<file path="config.mk">
export PLATFORM = sky130hd
export DESIGN_NAME = data_mem_lsu_flat
export DESIGN_NICKNAME = d
export VERILOG_FILES = /design/src/rtl/lsu_pkg.sv /design/src/rtl/data_mem_lsu_if.sv /design/src/rtl/lsu_align.sv /design/src/rtl/data_mem_lsu.sv /design/src/flat_wrapper.sv
export SDC_FILE = /design/constraint.sdc
export NUM_CORES = 1
export LEC_CHECK = 0
export BUFFER_PORTS_ARGS = -buffer_cell sky130_fd_sc_hd__buf_2
export CORE_MARGIN = 5
export CORE_UTILIZATION = 26
export DETAILED_ROUTE_END_ITERATION = 16
export PLACE_DENSITY_LB_ADDON = 0.25
export SYNTH_ARGS = -nofsm -noshare
export SYNTH_HDL_FRONTEND = slang
export SYNTH_SLANG_ARGS = --single-unit
</file>
<file path="constraint.sdc">
create_clock -name clk -period 10.4 [get_ports clk]
set_input_delay 0.52 -clock clk [delete_from_list [all_inputs] [get_ports clk]]
set_output_delay 0.52 -clock clk [all_outputs]
set_load 0.005 [all_outputs]
</file>
<file path="src/rtl/lsu_pkg.sv">
// Shared definitions for the data-memory load/store unit: RV32I width codes,
// controller states and the request legality check.
package lsu_pkg;

  localparam logic [2:0] F3_B  = 3'b000;
  localparam logic [2:0] F3_H  = 3'b001;
  localparam logic [2:0] F3_W  = 3'b010;
  localparam logic [2:0] F3_BU = 3'b100;
  localparam logic [2:0] F3_HU = 3'b101;

  typedef enum logic [2:0] {
    S_IDLE,
    S_RD,
    S_RD_DATA,
    S_WR,
    S_RESP
  } state_t;

  // Unsigned widths exist only for loads; misalignment depends on access width.
  function automatic logic access_err(input logic       write,
                                      input logic [2:0] funct3,
                                      input logic [1:0] addr_lo);
    logic legal;
    logic misaligned;
    legal      = 1'b1;
    misaligned = 1'b0;
    case (funct3)
      F3_B:  ;
      F3_H:  misaligned = addr_lo[0];
      F3_W:  misaligned = (addr_lo != 2'b00);
      F3_BU: legal = !write;
      F3_HU: begin
        legal      = !write;
        misaligned = addr_lo[0];
      end
      default: legal = 1'b0;
    endcase
    return !legal || misaligned;
  endfunction

endpackage

</file>
<file path="src/rtl/data_mem_lsu_if.sv">
// Word-wide data RAM port: the load/store unit is the master, the RAM the slave.
interface data_mem_lsu_if #(
  parameter int ADDR_W = 14
);
  logic [ADDR_W-1:0] mem_addr;
  logic              mem_we;
  logic [31:0]       mem_wdata;
  logic [31:0]       mem_rdata;

  modport master (output mem_addr, output mem_we, output mem_wdata, input mem_rdata);
  modport slave  (input mem_addr, input mem_we, input mem_wdata, output mem_rdata);
endinterface

</file>
<file path="src/rtl/lsu_align.sv">
// Little-endian lane handling: load extract/extend and byte/half store merge
// into the word read back from the RAM.
module lsu_align
  import lsu_pkg::*;
(
  input  logic [2:0]  funct3,
  input  logic [1:0]  addr_lo,
  input  logic [31:0] word,
  input  logic [31:0] wdata,
  output logic [31:0] load_data,
  output logic [31:0] merge_data
);

  logic [31:0] lane;

  assign lane = word >> {addr_lo, 3'b000};

  // NOTE: every output of an always_comb gets a default first so no path
  // leaves it unassigned and a latch is never inferred.
  always_comb begin
    load_data = word;
    case (funct3)
      F3_B:    load_data = {{24{lane[7]}}, lane[7:0]};
      F3_BU:   load_data = {24'b0, lane[7:0]};
      F3_H:    load_data = {{16{lane[15]}}, lane[15:0]};
      F3_HU:   load_data = {16'b0, lane[15:0]};
      default: ;
    endcase
  end

  always_comb begin
    merge_data = word;
    case (funct3)
      F3_B:    merge_data[{addr_lo, 3'b000} +: 8]     = wdata[7:0];
      F3_H:    merge_data[{addr_lo[1], 4'b0000} +: 16] = wdata[15:0];
      default: merge_data = wdata;
    endcase
  end

endmodule

</file>
<file path="src/rtl/data_mem_lsu.sv">
// Load/store initiator for a word-wide RAM without byte enables; narrow stores
// are done by read-modify-write, loads are returned aligned and extended.
module data_mem_lsu
  import lsu_pkg::*;
#(
  parameter int ADDR_W = 14
) (
  input  logic                  clk,
  input  logic                  reset,
  input  logic                  req_valid,
  output logic                  req_ready,
  input  logic                  req_write,
  input  logic [2:0]            req_funct3,
  input  logic [31:0]           req_addr,
  input  logic [31:0]           req_wdata,
  output logic                  resp_valid,
  output logic [31:0]           resp_rdata,
  output logic                  resp_err,
  data_mem_lsu_if.master        mem
);

  state_t            state, state_next;
  logic              write_q;
  logic [2:0]        funct3_q;
  logic [1:0]        addr_lo_q;
  logic [31:0]       wdata_q;
  logic [ADDR_W-1:0] mem_addr_q;
  logic [31:0]       mem_wdata_q;
  logic              req_err;
  logic              req_sw;
  logic [31:0]       load_data;
  logic [31:0]       merge_data;
  logic              unused_addr_hi;

  assign req_err        = access_err(req_write, req_funct3, req_addr[1:0]);
  assign req_sw         = req_write && (req_funct3 == F3_W);
  assign unused_addr_hi = ^req_addr[31:ADDR_W+2];

  // NOTE: sequential state uses non-blocking assignments so every register
  // samples the pre-edge values regardless of statement order.
  always_ff @(posedge clk or posedge reset) begin
    if (reset) state <= S_IDLE;
    else       state <= state_next;
  end

  always_comb begin
    state_next = state;
    case (state)
      S_IDLE: begin
        if (req_valid) begin
          if (req_err)     state_next = S_RESP;
          else if (req_sw) state_next = S_WR;
          else             state_next = S_RD;
        end
      end
      S_RD:      state_next = S_RD_DATA;
      S_RD_DATA: state_next = write_q ? S_WR : S_RESP;
      S_WR:      state_next = S_RESP;
      S_RESP:    state_next = S_IDLE;
      default:   state_next = S_IDLE;
    endcase
  end

  // Moore outputs; mem_we follows the async reset straight to 0.
  always_comb begin
    req_ready  = (state == S_IDLE);
    mem.mem_we = (state == S_WR);
    resp_valid = (state == S_RESP);
  end

  assign mem.mem_addr  = mem_addr_q;
  assign mem.mem_wdata = mem_wdata_q;

  always_ff @(posedge clk or posedge reset) begin
    if (reset) begin
      write_q     <= 1'b0;
      funct3_q    <= 3'b000;
      addr_lo_q   <= 2'b00;
      wdata_q     <= '0;
      mem_addr_q  <= '0;
      mem_wdata_q <= '0;
      resp_rdata  <= '0;
      resp_err    <= 1'b0;
    end else begin
      case (state)
        S_IDLE: begin
          if (req_valid) begin
            write_q    <= req_write;
            funct3_q   <= req_funct3;
            addr_lo_q  <= req_addr[1:0];
            wdata_q    <= req_wdata;
            mem_addr_q <= req_addr[ADDR_W+1:2];
            resp_rdata <= '0;
            resp_err   <= req_err;
            if (req_sw && !req_err) mem_wdata_q <= req_wdata;
          end
        end
        S_RD_DATA: begin
          if (write_q) mem_wdata_q <= merge_data;
          else         resp_rdata  <= load_data;
        end
        default: ;
      endcase
    end
  end

  lsu_align u_align (
    .funct3     (funct3_q),
    .addr_lo    (addr_lo_q),
    .word       (mem.mem_rdata),
    .wdata      (wdata_q),
    .load_data  (load_data),
    .merge_data (merge_data)
  );

endmodule
</file>
<file path="src/flat_wrapper.sv">
// flat-port wrapper written by rule: the top's interface ports become plain ports
module data_mem_lsu_flat import lsu_pkg::*;
#(
  parameter int ADDR_W = 14
)
  (clk, reset, req_valid, req_ready, req_write, req_funct3, req_addr, req_wdata, resp_valid, resp_rdata, resp_err, mem_mem_addr, mem_mem_we, mem_mem_wdata, mem_mem_rdata);
  data_mem_lsu_if #(.ADDR_W(ADDR_W)) mem_i ();
  input  logic clk;
  input  logic reset;
  input  logic req_valid;
  output logic req_ready;
  input  logic req_write;
  input  logic [2:0] req_funct3;
  input  logic [31:0] req_addr;
  input  logic [31:0] req_wdata;
  output logic resp_valid;
  output logic [31:0] resp_rdata;
  output logic resp_err;
  output wire logic [$bits(mem_i.mem_addr)-1:0] mem_mem_addr;
  output wire logic [$bits(mem_i.mem_we)-1:0] mem_mem_we;
  output wire logic [$bits(mem_i.mem_wdata)-1:0] mem_mem_wdata;
  input wire logic [$bits(mem_i.mem_rdata)-1:0] mem_mem_rdata;
  assign mem_mem_addr = mem_i.mem_addr;
  assign mem_mem_we = mem_i.mem_we;
  assign mem_mem_wdata = mem_i.mem_wdata;
  assign mem_i.mem_rdata = mem_mem_rdata;
  data_mem_lsu #(.ADDR_W(ADDR_W)) u_core (.clk(clk), .reset(reset), .req_valid(req_valid), .req_ready(req_ready), .req_write(req_write), .req_funct3(req_funct3), .req_addr(req_addr), .req_wdata(req_wdata), .resp_valid(resp_valid), .resp_rdata(resp_rdata), .resp_err(resp_err), .mem(mem_i));
endmodule
</file>
=== Yosys cells after proc, flatten, opt, wreduce, memory -nomap -nowiden ===
Cells that the tools add are included.

* Add/subtract/negate cells: 2
* Equality and inequality tests: 15
* Shift operators: 5
* Multiplexer cells: 18
* Reduce and logical (&&, ||, !) cells: 17

{| class="wikitable"
|+ Operators by type and width
! operator !! number
|-
| one-hot mux 32 bit (2 select lines) || 3
|-
| two-way mux 32 bit || 5
|-
| one-hot mux 32 bit (4 select lines) || 1
|-
| bitwise mux 32 bit || 2
|-
| variable shift 16 x 7 -> 32 bit (first input constant) || 1
|-
| variable shift 8 x 7 -> 32 bit (first input constant) || 1
|-
| variable part select 16 x 7 -> 32 bit || 1
|-
| variable part select 8 x 7 -> 32 bit || 1
|-
| right shift 32 x 5 -> 16 bit || 1
|-
| equality test 3 bit (second input constant) || 5
|-
| negator 5 -> 7 bit || 2
|-
| one-hot mux 3 bit (4 select lines) || 1
|-
| equality test 3 x 1 -> 1 bit (second input constant) || 3
|-
| equality test 3 x 2 -> 1 bit (second input constant) || 3
|-
| logical NOT 3 bit || 3
|-
| two-way mux 3 bit || 3
|-
| != test 2 x 1 -> 1 bit (second input constant) || 2
|-
| != test 2 bit (second input constant) || 2
|-
| one-hot mux 1 bit (2 select lines) || 2
|-
| AND reduction 4 bit || 1
|-
| nonzero test 2 bit || 2
|-
| OR reduction 2 bit || 2
|-
| logical NOT 1 bit || 3
|-
| AND reduction 3 bit || 1
|-
| 5 further kinds || 6
|}

* Register bits: 120
* Bits of input ports: 103
* Output and inout port bits: 82
* Logic and storage cells: 66

=== Logic depth before layout (Yosys ltp) ===
Gate-level depths: netlist (run 1).

* Depth in word-level cells: 10
* Gate-level depth with buffers: 10
* Depth with buffers taken out: 6

=== Hierarchy ===
Synthesis (run 1) repeated with hierarchy kept, for this count alone.

* Cell total of the unflattened synthesis: 753
* Area total of the unflattened synthesis: 7298.2 sq um

{| class="wikitable"
|+ By module, submodules not included
! module !! instances !! cells an instance !! area an instance (sq um) !! seq. area each (sq um)
|-
| data_mem_lsu || 1 || 459 || 5287.6 || 3002.9
|-
| lsu_align || 1 || 294 || 2010.7 || 0.0
|}

=== Least setup slack after synthesis (run 1) ===
OpenSTA, ideal clock, no wires.

* Path type: reg2reg
* From: reg u_core.addr_lo_q[1]
* To: reg u_core.mem_wdata_q[24], in the netlist u_core.mem.mem_wdata[24]
* Setup time: 0.129 ns
* Data arrival time: 2.156 ns
* Required time: 10.271 ns
* Path slack: 8.115 ns
* Cell stages (with the launch flop): 11
* Buffers on the path: 4
* Period minus slack after synthesis: 2.285 ns
* Path through: dfrtp_1 buf_2 buf_2 buf_4 inv_1 ha_1 and3b_1 and2_1 buf_1 a221oi_1 o31ai_1

* Longest elaborated chain between the ends: 6
* Elaborated cells on any way between the ends: 11
* Those cells by class: 2 x add/sub; 4 x shift; 5 x mux

{| class="wikitable"
|+ Ends and longest elaborated chain
! item !! RTL line !! text
|-
| from (decl) || data_mem_lsu.sv:25 || <nowiki>logic [1:0] addr_lo_q;</nowiki>
|-
| from (signal assigned) || data_mem_lsu.sv:90 || <nowiki>addr_lo_q <= req_addr[1:0];</nowiki>
|-
| negator 5 -> 7 bit (on tied branches) || lsu_align.sv:35, lsu_align.sv:34 ||
|-
| variable part select 16 x 7 -> 32 bit (tied with other cells) || lsu_align.sv:35 || <nowiki>F3_H: merge_data[{addr_lo[1], 4'b0000} +: 16] = wdata[15:0];</nowiki>
|-
| bitwise mux 32 bit (on tied branches) || lsu_align.sv:35, lsu_align.sv:34 ||
|-
| one-hot mux 32 bit (2 select lines) (*) || lsu_align.sv:33 || <nowiki>case (funct3)</nowiki>
|-
| two-way mux 32 bit (*) || data_mem_lsu.sv:99 || <nowiki>if (write_q) mem_wdata_q <= merge_data;</nowiki>
|-
| one-hot mux 32 bit (2 select lines) (*) || data_mem_lsu.sv:85 || <nowiki>case (state)</nowiki>
|-
| to (signal assigned) || data_mem_lsu.sv:95 || <nowiki>if (req_sw && !req_err) mem_wdata_q <= req_wdata;</nowiki>
|-
| to (signal assigned) || data_mem_lsu.sv:99 ||
|-
| to (decl) || data_mem_lsu.sv:28 || <nowiki>logic [31:0] mem_wdata_q;</nowiki>
|}

Every way passes the cells marked *; elsewhere a longest branch is shown, timed or not. The select of a mux whose other input is x is not followed.
A chain may end at the register's enable or synchronous reset.

=== Final worst setup path (run 1) ===
* From: reg u_core.addr_lo_q[0]
* To: reg u_core.mem_wdata_q[6], in the netlist u_core.mem.mem_wdata[6]

* Longest elaborated chain between the ends: 6
* Elaborated cells on any way between the ends: 7
* Those cells by class: 1 x add/sub; 2 x shift; 4 x mux

{| class="wikitable"
|+ Ends and longest elaborated chain
! item !! RTL line !! text
|-
| negator 5 -> 7 bit (*) || lsu_align.sv:34 || <nowiki>F3_B: merge_data[{addr_lo, 3'b000} +: 8] = wdata[7:0];</nowiki>
|-
| variable part select 8 x 7 -> 32 bit / variable shift 8 x 7 -> 32 bit (equally long branches) || lsu_align.sv:34 ||
|-
| bitwise mux 32 bit (*) || lsu_align.sv:34 ||
|-
| one-hot mux 32 bit (2 select lines) (*) || lsu_align.sv:33 ||
|-
| two-way mux 32 bit (*) || data_mem_lsu.sv:99 ||
|-
| one-hot mux 32 bit (2 select lines) (*) || data_mem_lsu.sv:85 ||
|}

Marked as above.

==> impl_metrics.env, run 1 <==
export IMPL_arrival_ns=3.21
export IMPL_synth_edf_count=0
export IMPL_grt_max_degree=72
export IMPL_ios=185
export IMPL_vias=6026
export IMPL_layout_commonest_cell="nand2_1"
export IMPL_synth_area_mm2=0.00651
export IMPL_initial_core_util_pct=26.1
export IMPL_clkTransAtPathRegs_ns=0.06
export IMPL_maxCapViolCount=0
export IMPL_area_growth_pct=25.2
export IMPL_r2r_start="u_core.addr_lo_q[0]$_DFFE_PP0P_"
export IMPL_drtIter0Drc=454
export IMPL_die_h_um=168
export IMPL_htree_levels=4
export IMPL_run_status="finished clean"
export IMPL_overflow=0
export IMPL_path_class="flip-flop to flip-flop"
export IMPL_cts_made_buffers=17
export IMPL_max_stage_delay_ns=0.93
export IMPL_wl_um=24400
export IMPL_clkLatencyLatePin_ns=0.42
export IMPL_cts_buffer_depth=2
export IMPL_synth_distinct_cells=56
export IMPL_worstPathCellList="inv_1 > ha_1 > nor4b_1 > a211o_1 > a221oi_1 > o31ai_1"
export IMPL_setup_viol=0
export IMPL_crit_family="compound AO/OA/AOI/OAI gates"
export IMPL_cts_repair_resize_count=0
export IMPL_netlist_instances=714
export IMPL_crit_slowest_cell="dfrtp_1"
export IMPL_die_x_um=168
export IMPL_rsz0062_at_grt="no"
export IMPL_period_needed_ns=2.91
export IMPL_r2r_cells=6
export IMPL_n_antenna_cell=0
export IMPL_clock_sinks=120
export IMPL_cts_hold_buffers_added=0
export IMPL_max_freq_mhz=343
export IMPL_r2r_slack_ns=7.49
export IMPL_first_pass_iters=5
export IMPL_yosys_area_top_type="dfrtp_1"
export IMPL_nNetsFinal=958
export IMPL_syn_num_nets=822
export IMPL_path_max_fanout=31
export IMPL_drtAntennaViolNets=0
export IMPL_drc_errors=0
export IMPL_peakVddDrop_mv=0.104
export IMPL_routedWlPerCell_um=20.5
export IMPL_grt_use_total_pct=16.9
export IMPL_synth_area_per_cell_um2=9.12
export IMPL_required_ns=10.70
export IMPL_p_total_uw=2590
export IMPL_ys_async_sr_fraction_pct=100
export IMPL_cts_root_buf="clkbuf_16"
export IMPL_leakagePower_uw=0.00393
export IMPL_critPathLaunchType="flip-flop"
export IMPL_worstMarginPinSlew_ns=1.16
export IMPL_grt_pass1_vias=5950
export IMPL_hold_class="input port to asynchronous set/reset pin"
export IMPL_port_buffers=168
export IMPL_tns_ns=0
export IMPL_critPathBufInv=1
export IMPL_ys_seq_elements=120
export IMPL_ys_warn_count=0
export IMPL_cts_tree="built"
export IMPL_rows=58
export IMPL_grt_first_pass_wirelength_um=36800
export IMPL_antenna_found_initial=0
export IMPL_drive_gt1_share_pct=28.5
export IMPL_layout_common_cells="nand2_1 (179), buf_2 (168), dfrtp_1 (120)"
export IMPL_floorplan_die_area_mm2=0.0283
export IMPL_finClkSkew_ns=0.00996
export IMPL_synth_top_area_share_pct=46.1
export IMPL_p_per_area_mw_per_mm2=318
export IMPL_cp_end_kind="flip-flop"
export IMPL_post_route_period_util_pct=28.0
export IMPL_final_fill_count=2653
export IMPL_rr_endpoint="u_core.mem.mem_wdata[6]$_DFFE_PP0P_"
export IMPL_gp_congestion=0.851
export IMPL_hold_viol=0
export IMPL_hpwl_um=17000
export IMPL_synth_flop_cell="dfrtp_1"
export IMPL_drt_vias_per_instance=5.06
export IMPL_relSlewSlack_pct=20.7
export IMPL_core_area_mm2=0.0249
export IMPL_drv_slew=0
export IMPL_cts_setup_buffers=0
export IMPL_seq_area_frac_synth_pct=46.1
export IMPL_synthTopCellsByArea="dfrtp_1 (46%), nand2_1 (10%), a221oi_1 (4.0%)"
## through the flow
stage | util (%) | setup WS, ns | instances | hold slack [ns] | cell area [um2]
detailed placement | 30.4 | 7.51 | 1161 | 0.450 | 7560
CTS | 32.7 | 7.49 | 1192 | 0.223 | 8150
global placement | 30.4 | 7.49 | 1161 | 0.450 | 7560
floorplan | - | 6.69 | 714 | 0.446 | 6510
global route | 32.7 | 7.16 | 1192 | 0.253 | 8150
finish | 32.7 | 7.49 | 1192 | 0.201 | 8150
## where the power goes
part	leakage (uW)	internal, uW	total, uW	switching [uW]
combinational	0.00212	456	1100	645
clock	0.000291	374	590	216
sequential	0.00152	681	900	219
total	0.00393	1510	2590	1080
## sequential cells by signal (all words and copies together) (netlist names)
register and cells:
u_core.resp_rdata 32, u_core.resp_err 1, u_core.state 3, u_core.addr_lo_q 2
u_core.mem.mem_wdata 32, u_core.write_q 1, u_core.funct3_q 3, u_core.mem.mem_addr 14
u_core.wdata_q 32
## worst max path at each step
stage	startpoint	endpoint	slack (ns)	cells past startpoint
2_1_floorplan	reset	u_core.addr_lo_q[0]$_DFFE_PP0P_	6.69	1
3_5_place_dp	u_core.addr_lo_q[0]$_DFFE_PP0P_	u_core.mem.mem_wdata[6]$_DFFE_PP0P_	7.51	6
3_3_place_gp	u_core.addr_lo_q[0]$_DFFE_PP0P_	u_core.mem.mem_wdata[6]$_DFFE_PP0P_	7.49	6
5_1_grt	u_core.addr_lo_q[0]$_DFFE_PP0P_	u_core.mem.mem_wdata[12]$_DFFE_PP0P_	7.16	6
4_1_cts	u_core.addr_lo_q[0]$_DFFE_PP0P_	u_core.mem.mem_wdata[6]$_DFFE_PP0P_	7.49	6
6_report	u_core.addr_lo_q[0]$_DFFE_PP0P_	u_core.mem.mem_wdata[6]$_DFFE_PP0P_	7.49	6
## layer usage
layer  vias to the layer above  GRT usage, %  part of all wire, %
met3                        30          3.24                  6.0
met2                       210          26.6                   46
met4                         0          6.25                  2.2
met5                         -             0                    0
li1                       2864             -                    -
met1                      2922          23.3                   46
## cell families after synthesis
| family | count (synthesis) | synth area share (%) |
|---|---|---|
| fa+ha+maj | 5 | 0.961 |
| buf+inv | 75 | 5.17 |
| flops | 120 | 46.1 |
| compound gates | 201 | 22.4 |
| simple gates | 285 | 20.5 |
| mux | 28 | 4.86 |
## cells in the mapped netlist, types with 2 or more instances
cell type and number:
nor3b_1 3, a221o_1 14, clkbuf_1 37, o21ai_1 2, nor2b_1 5, nor4_2 3
o31ai_1 21, a2bb2oi_1 8, o22ai_1 6, o21ai_0 48, and3b_1 3, dfrtp_1 120
mux2i_1 8, mux2_2 19, buf_4 3, a21oi_1 16, o2bb2ai_1 2, buf_2 16
a22oi_1 17, nor3_2 3, and2_1 5, inv_1 13, buf_6 3, nand2b_1 3
nand2_1 179, o211ai_1 2, ha_1 5, nand3b_1 7, buf_1 2, a221oi_1 30
a21o_1 2, nand3_1 31, o221ai_1 15, nor2_1 29, a22o_1 13
## layout make-up
type / count / area (um2) / area share (%)
repair buffers: 179 / 923 / 11.3
clock inverters: 9 / 97.6 / 1.20
flip-flops and latches: 120 / 3000 / 36.9
clock buffers: 22 / 484 / 5.94
well taps: 330 / 413 / 5.07
inverters: 13 / 51.3 / 0.630
multi-input cells: 519 / 3170 / 39.0
(Power assumes the default switching activity.)
==> run 2: changes to the inputs <==
==> constraint.sdc (replaced) <==
create_clock -name clk -period 3 [get_ports clk]
set_input_delay 0.15 -clock clk [delete_from_list [all_inputs] [get_ports clk]]
set_output_delay 0.15 -clock clk [all_outputs]
set_load 0.005 [all_outputs]
==> run 2 against run 1 <==
Register-to-register slack lost 6.7 ns. Critical path depth shrank 1. Clock skew down 0.0019 ns.
==> impl_metrics.env, run 2 (synthesized netlist as in run 1, its figures left out) <==
export IMPL_run_status="finished clean"
export IMPL_wl_um=24700
export IMPL_p_comb_share_pct=44.5
export IMPL_cts_buffer_depth=2
export IMPL_cts_root_buf="clkbuf_16"
export IMPL_initial_core_util_pct=26.1
export IMPL_htree_levels=4
export IMPL_routedWlPerCell_um=19.7
export IMPL_cts_tree="built"
export IMPL_clkLatencyLatePin_ns=0.42
export IMPL_period_needed_ns=2.25
export IMPL_die_x_um=168
export IMPL_drtAntennaViolNets=0
export IMPL_worstMarginPinSlew_ns=0.802
export IMPL_drive_gt1_share_pct=27.6
export IMPL_critPathLaunchType="flip-flop"
export IMPL_area_growth_pct=34.3
export IMPL_tns_ns=0
export IMPL_drc_errors=0
export IMPL_grt_max_degree=67
export IMPL_port_buffers=168
export IMPL_setup_viol=0
export IMPL_intPower_uw=5340
export IMPL_hpwl_um=17500
export IMPL_drtIter0Drc=585
export IMPL_clkTransAtPathRegs_ns=0.06
export IMPL_grt_first_pass_wirelength_um=37900
export IMPL_cts_repair_resize_count=0
export IMPL_layout_common_cells="nand2_1 (179), buf_2 (168), dfrtp_1 (120)"
export IMPL_clock_sinks=120
export IMPL_overflow=0
export IMPL_first_pass_iters=7
export IMPL_layout_commonest_cell="nand2_1"
export IMPL_grt_pass1_vias=6176
export IMPL_arrival_ns=2.53
export IMPL_vias=6270
export IMPL_ios=185
export IMPL_cp_end_kind="flip-flop"
export IMPL_hold_class="input port to flip-flop"
export IMPL_drv_slew=0
export IMPL_power_switching_share_pct=41.5
export IMPL_finClkSkew_ns=0.00803
export IMPL_rows=58
export IMPL_grt_use_total_pct=17.3
export IMPL_floorplan_die_area_mm2=0.0283
export IMPL_drt_vias_per_instance=5.00
export IMPL_peakVddDrop_mv=0.414
export IMPL_rsz0062_at_grt="no"
export IMPL_antenna_found_initial=1
export IMPL_clockPowerShare_pct=22.3
export IMPL_gp_congestion=0.822
export IMPL_cts_setup_buffers=0
export IMPL_dpl_cell_count=1171
export IMPL_path_max_fanout=52
export IMPL_cts_made_buffers=17
export IMPL_post_route_period_util_pct=75.0
export IMPL_seqPwrFrac_pct=33.2
export IMPL_fin_cells=1255
export IMPL_relSlewSlack_pct=46.1
export IMPL_max_freq_mhz=445
export IMPL_core_area_mm2=0.0249
export IMPL_p_per_area_mw_per_mm2=1040
export IMPL_path_class="flip-flop to flip-flop"
export IMPL_leakagePower_uw=0.00419
export IMPL_hold_viol=0
export IMPL_switchingPower_uw=3790
export IMPL_cts_hold_buffers_added=51
export IMPL_die_h_um=168
export IMPL_required_ns=3.28
export IMPL_maxCapViolCount=0
export IMPL_nNetsFinal=1019
export IMPL_utilization_pct=35.1
==> run 2: worst paths after layout <==
kind	from	to	slack, ns	cells after the start
setup reg to reg	u_core.addr_lo_q[1]$_DFFE_PP0P_	u_core.mem.mem_wdata[20]$_DFFE_PP0P_	0.75	5
min in group asynchronous	reset	u_core.mem.mem_wdata[6]$_DFFE_PP0P_	0.29	3
setup / recovery	u_core.addr_lo_q[1]$_DFFE_PP0P_	u_core.mem.mem_wdata[20]$_DFFE_PP0P_	0.75	5
max in group asynchronous	reset	u_core.resp_rdata[21]$_DFFE_PP0P_	1.85	4
hold reg to reg	u_core.resp_rdata[2]$_DFFE_PP0P_	u_core.resp_rdata[2]$_DFFE_PP0P_	0.46	2
hold / removal	req_addr[1]	u_core.addr_lo_q[1]$_DFFE_PP0P_	0.04	3
==> run 2: metrics by stage <==
step | cell area (um2) | setup slack [ns] | hold WS (ns) | total power (uW)
floorplan | 6510 | 0.715 | 0.255 | 5530
global placement | 7650 | 0.822 | 0.196 | 7020
detailed placement | 7650 | 0.798 | 0.190 | 7080
CTS | 8740 | 0.782 | 0.0323 | 9220
global route | 8740 | 0.585 | 0.0511 | 9840
finish | 8740 | 0.751 | 0.0419 | 9130
==> run 2: power by group through the flow <==
stage | registers, uW | clock network (uW) | logic, uW
2_1_floorplan | 2840 | 0 | 2690
3_3_place_gp | 3040 | 0 | 3980
3_5_place_dp | 3040 | 0 | 4040
4_1_cts | 3030 | 2090 | 4100
5_1_grt | 3130 | 2160 | 4550
6_report | 3030 | 2030 | 4060
==> run 2: critical path, stage by stage (launching register included) <==
cell and delay, ns:
dfrtp_1 0.34, buf_4 0.49, mux2_2 0.40, a221o_1 0.31
a221oi_1 0.40, o31ai_1 0.14
==> run 2: final cells by class <==
type                            instances  area, um2
Antenna cell                            1       2.50
Clock buffer                           23        478
Clock inverter                          9       97.6
Fill cell                            2631      16100
Inverter                               13       52.6
Multi-Input combinational cell        519       3170
Sequential cell                       120       3000
Tap cell                              330        413
Timing Repair Buffer                  240       1520
==> run 2: layer usage <==
| layer | share of wire, % | GRT usage, % | routed length [um] | vias to the layer above |
|---|---|---|---|---|
| met5 | 0 | 0 | 0 | - |
| met4 | 2.0 | 5.50 | 484 | 0 |
| met3 | 5.5 | 3.57 | 1350 | 26 |
| met2 | 47 | 27.3 | 11600 | 196 |
| met1 | 46 | 23.7 | 11300 | 3065 |
| li1 | - | - | - | 2983 |
